**config.mk**
```make
export PLATFORM = sky130hd
export DESIGN_NAME = s_reg_reader
export DESIGN_NICKNAME = d
export VERILOG_FILES = /design/src/rtl/s_reg_reader.sv
export SDC_FILE = /design/constraint.sdc
export NUM_CORES = 1
export LEC_CHECK = 0
export BUFFER_PORTS_ARGS = -buffer_cell sky130_fd_sc_hd__buf_4
export CORE_MARGIN = 2
export CORE_UTILIZATION = 40
export CTS_BUF_LIST = sky130_fd_sc_hd__clkbuf_8
export CTS_CLUSTER_SIZE = 12
export DETAILED_ROUTE_END_ITERATION = 7
export PLACE_DENSITY_LB_ADDON = 0.08
export RECOVER_POWER = 100
export SYNTH_ARGS = -nofsm -noshare
export SYNTH_HDL_FRONTEND = slang
export SYNTH_SLANG_ARGS = --single-unit
```
**constraint.sdc**
```tcl
create_clock -name clk -period 2.68 [get_ports clk]
set_clock_uncertainty 0.05 [all_clocks]
set_input_delay 0.134 -clock clk [delete_from_list [all_inputs] [get_ports clk]]
set_output_delay 0.134 -clock clk [all_outputs]
set_load 0.02 [all_outputs]
```
**src/rtl/s_reg_reader.sv**
```systemverilog
`default_nettype none
// +-----------------------------------------------------------------------------+
// | Module      : s_reg_reader                                                  |
// | Description : Drives the load/shift/inhibit pins of an s_reg PISO shifter,  |
// |               rebuilds its word MSB-first and hands it out over a           |
// |               valid/ready handshake. Macro S_REG_READER_CONT_EN enables     |
// |               free-running back-to-back captures.                           |
// | Revision    : 1.0  initial release                                          |
// +-----------------------------------------------------------------------------+
module s_reg_reader #(
  parameter int WIDTH = 8
) (
  input  logic             clk,
  input  logic             N_clr,
  input  logic             start,
  input  logic             q_h,
  output logic             shift_Nload,
  output logic             clk_inh,
  output logic [WIDTH-1:0] data_out,
  output logic             data_valid,
  input  logic             data_ready,
  output logic             busy
);

  localparam int CNT_W = (WIDTH > 2) ? $clog2(WIDTH) : 1;
  localparam logic [CNT_W-1:0] c_cnt_last = CNT_W'(WIDTH - 1);

`ifdef S_REG_READER_CONT_EN
  localparam logic c_cont_en = 1'b1;
`else
  localparam logic c_cont_en = 1'b0;
`endif

  typedef enum logic [1:0] {
    S_IDLE  = 2'd0,
    S_LOAD  = 2'd1,
    S_SHIFT = 2'd2,
    S_VALID = 2'd3
  } state_t;

  state_t           r_state;
  logic [CNT_W-1:0] r_cnt;
  logic [WIDTH-1:0] r_sh;
  logic [WIDTH-1:0] w_sh_next;
  logic             w_go;

  // Each sample sees the bit s_reg presents before its own shift on this edge.
  assign w_sh_next = {r_sh[WIDTH-2:0], q_h};
  assign w_go      = c_cont_en || start;

  always_ff @(posedge clk or negedge N_clr) begin
    if (!N_clr) begin
      r_state     <= S_IDLE;
      r_cnt       <= '0;
      r_sh        <= '0;
      clk_inh     <= 1'b1;
      shift_Nload <= 1'b1;
      data_out    <= '0;
      data_valid  <= 1'b0;
      busy        <= 1'b0;
    end else begin
      case (r_state)
        S_IDLE: begin
          if (w_go) begin
            r_state     <= S_LOAD;
            r_cnt       <= '0;
            clk_inh     <= 1'b0;
            shift_Nload <= 1'b0;
            busy        <= 1'b1;
          end
        end

        S_LOAD: begin
          r_state     <= S_SHIFT;
          r_cnt       <= '0;
          shift_Nload <= 1'b1;
        end

        S_SHIFT: begin
          r_sh <= w_sh_next;
          if (r_cnt == c_cnt_last) begin
            // Last bit: freeze s_reg and publish the word on the same edge.
            r_state    <= S_VALID;
            data_out   <= w_sh_next;
            data_valid <= 1'b1;
            clk_inh    <= 1'b1;
            busy       <= 1'b0;
          end else begin
            r_cnt <= r_cnt + 1'b1;
          end
        end

        S_VALID: begin
          if (data_ready) begin
            data_valid <= 1'b0;
            if (c_cont_en) begin
              r_state     <= S_LOAD;
              r_cnt       <= '0;
              clk_inh     <= 1'b0;
              shift_Nload <= 1'b0;
              busy        <= 1'b1;
            end else begin
              r_state <= S_IDLE;
            end
          end
        end

        default: begin
          r_state     <= S_IDLE;
          clk_inh     <= 1'b1;
          shift_Nload <= 1'b1;
          data_valid  <= 1'b0;
          busy        <= 1'b0;
        end
      endcase
    end
  end

endmodule
`default_nettype wire

```
==> results.json <==
{
  "postCtsHoldBufs": 1,
  "setup_violations": 0,
  "portBuffers": 16,
  "drc": 0,
  "vias_per_cell": 4.96,
  "cp_slowest_stage_delay_ps": 450,
  "clkLatencyLatePin_ps": 260,
  "cts_buffer_depth": 2,
  "die_w_um": 56.8,
  "whs_path_depth": 2,
  "slowest_stage": "clkbuf_1",
  "relSlewSlack_pct": 14.6,
  "die_area_sq_um": 3230,
  "fillCellCount": 265,
  "final_common_cell": "dfrtp_1",
  "crit_start": "r_state[0]",
  "min_path_type": "in2reg",
  "start_kind": "register",
  "rsz0062_at_grt": "false",
  "core_sq_um": 2710,
  "hpwl_um": 1340,
  "grt_max_degree": 25,
  "cts_resized": 0,
  "syn_area_sq_um": 1120,
  "synthCells": 85,
  "antenna_found_initial": 0,
  "drt_iter0_markers": 11,
  "hold_start": "q_h",
  "dp.cells": 130,
  "place_congestion": 0.675,
  "place_ws_ps": 789,
  "fin_cells": 135,
  "yosysUniqueCellTypes": 25,
  "critPathRequiredTime_ps": 2780,
  "hold_ws_ps": 72.0,
  "total_power_mw": 1.21,
  "yosysWarnings": 0,
  "routed_wl_um": 1820,
  "critical_path.max_fanout": 12,
  "clock-sinks": 24,
  "power.density_nw_per_um2": 969,
  "setup_tns_ps": 0,
  "finalHoldViolCount": 0,
  "mostFrequentLayoutCells": "dfrtp_1, clkbuf_1, mux2_2",
  "slew_viol_final": 0,
  "wl_per_cell_um": 13.5,
  "min_period_over_period_pct": 80.4,
  "clock.fmax_mhz": 464,
  "cap_violations": 0,
  "first_global_vias": 651,
  "grt-ovfl-total": 0,
  "end_kind": "register",
  "antenna_left": 0,
  "worst_pin_slew_ps": 1280,
  "synth_area_per_cell_sq_um": 13.1,
  "leakage_nw": 0.555,
  "syn2layout_area_growth_pct": 12.1,
  "drive_gt1_share_pct": 21.2,
  "yosysSeqAreaShare_pct": 54.0,
  "r2r_start": "r_state[0]",
  "fin_nets": 118,
  "grt_pass1_wl_um": 3170,
  "antenna_cells": 0,
  "fin_crit_ps": 2150,
  "dr.pass1.iters": 4,
  "initial_core_util_pct": 41.2,
  "peakVddDrop_mv": 0.535,
  "path_cells": "inv_1 -> ha_1 -> clkbuf_1 -> and2_1 -> mux2_1",
  "cts_buffers": 3,
  "cts_tree": "yes",
  "htreeDepth": 1,
  "vias": 669,
  "setup_ws_ps": 526,
  "grt_usage_pct": 13.0,
  "arrival_ps": 2250,
  "rows": 19,
  "synth-seq-cells": 24,
  "die_h_um": 56.8,
  "critical_path_class": "reg2reg",
  "cts_root_buffer": "clkbuf_8",
  "status": "completed",
  "cts_setup_buffers": 0,
  "ff2ff_path_depth": 5,
  "syn_nets": 98,
  "clk_pin_slew_ps": 80,
  "design.portCount": 17
}
[registers in the layout (all words and copies together) (netlist names)]
register / count
data_out: 8
shift_Nload: 1
data_valid: 1
busy: 1
clk_inh: 1
r_cnt: 3
r_state: 2
r_sh: 7
[kinds of logic (layout without fill, tap and decap cells)]
group | after synthesis | after routing | share of synthesized area (%)
AO/OA/AOI/OAI | 14 | 14 | 9.75
buffers and inverters | 7 | 26 | 2.91
multiplexers | 17 | 17 | 17.4
AND/OR/NAND/NOR | 15 | 15 | 6.95
flip-flops | 24 | 24 | 54.0
adder cells (fa/ha/maj) | 8 | 8 | 8.97
[path summary, 6_finish.rpt]
| check | to | slack (ps) |
|---|---|---|
| max | data_out[5] | 530 |
| min | data_out[0] | 70 |
| max reg2reg | data_out[5] | 530 |
| min reg2reg | data_out[4] | 440 |
| max in group asynchronous | r_state[0] | 1200 |
| min in group asynchronous | data_out[5] | 620 |
[per-stage QoR]
stage                     area (sq um)  utilization, %
after floorplan                   1120               -
after global placement            1260            46.7
after detailed placement          1260            46.7
after CTS                         1320            48.7
after global routing              1250            46.2
final                             1250            46.2
[where the power goes]
group / switching (mW) / internal [mW]
combinational: 0.224 / 0.219
sequential: 0.0851 / 0.479
clock: 0.104 / 0.102
total: 0.413 / 0.800
[final cells by class]
type / count / area (sq um) / share of cell area, %
clock buffer: 3 / 41.3 / 3.30
clock inverter: 1 / 3.75 / 0.300
inverter: 4 / 15.0 / 1.20
multi-input combinational: 54 / 457 / 36.5
sequential: 24 / 603 / 48.2
tap: 31 / 38.8 / 3.10
timing repair buffer: 18 / 92.6 / 7.40
[synthesized netlist by cell type, drive strengths merged]
cell | n | area share, %
nand3 | 1 | 0.45
ha | 8 | 9.0
mux2 | 16 | 16
and2 | 1 | 0.56
o31ai | 2 | 1.3
or3 | 1 | 1.0
o311ai | 1 | 1.5
o221a | 1 | 1.8
inv | 4 | 1.3
a21oi | 4 | 1.8
o21ai | 4 | 1.8
nor2 | 5 | 1.7
dfrtp | 22 | 49
or2b | 1 | 1.0
nor2b | 1 | 0.56
nand2 | 5 | 1.7
dfstp | 2 | 4.7
o2bb2ai | 2 | 1.6
buf | 3 | 1.6
mux2i | 1 | 0.90
[worst max-delay path, delay by kind of cell, from the launching register on]
family | cells | cell delay (ps)
buffers and inverters | 2 | 580
DFF | 1 | 420
and+or+nand+nor | 1 | 380
muxes | 1 | 350
adders and majority gates | 1 | 260
[metal layers]
| layer | vias to the layer above | global-route usage (%) | share of wire (%) |
|---|---|---|---|
| li1 | 333 | - | - |
| met1 | 318 | 19.2 | 52 |
| met2 | 16 | 17.4 | 41 |
| met3 | 2 | 5.07 | 5.3 |
| met4 | 0 | 3.99 | 1.0 |
| met5 | - | 0 | 0 |
No activity file was read; power rests on OpenSTA's default activity.
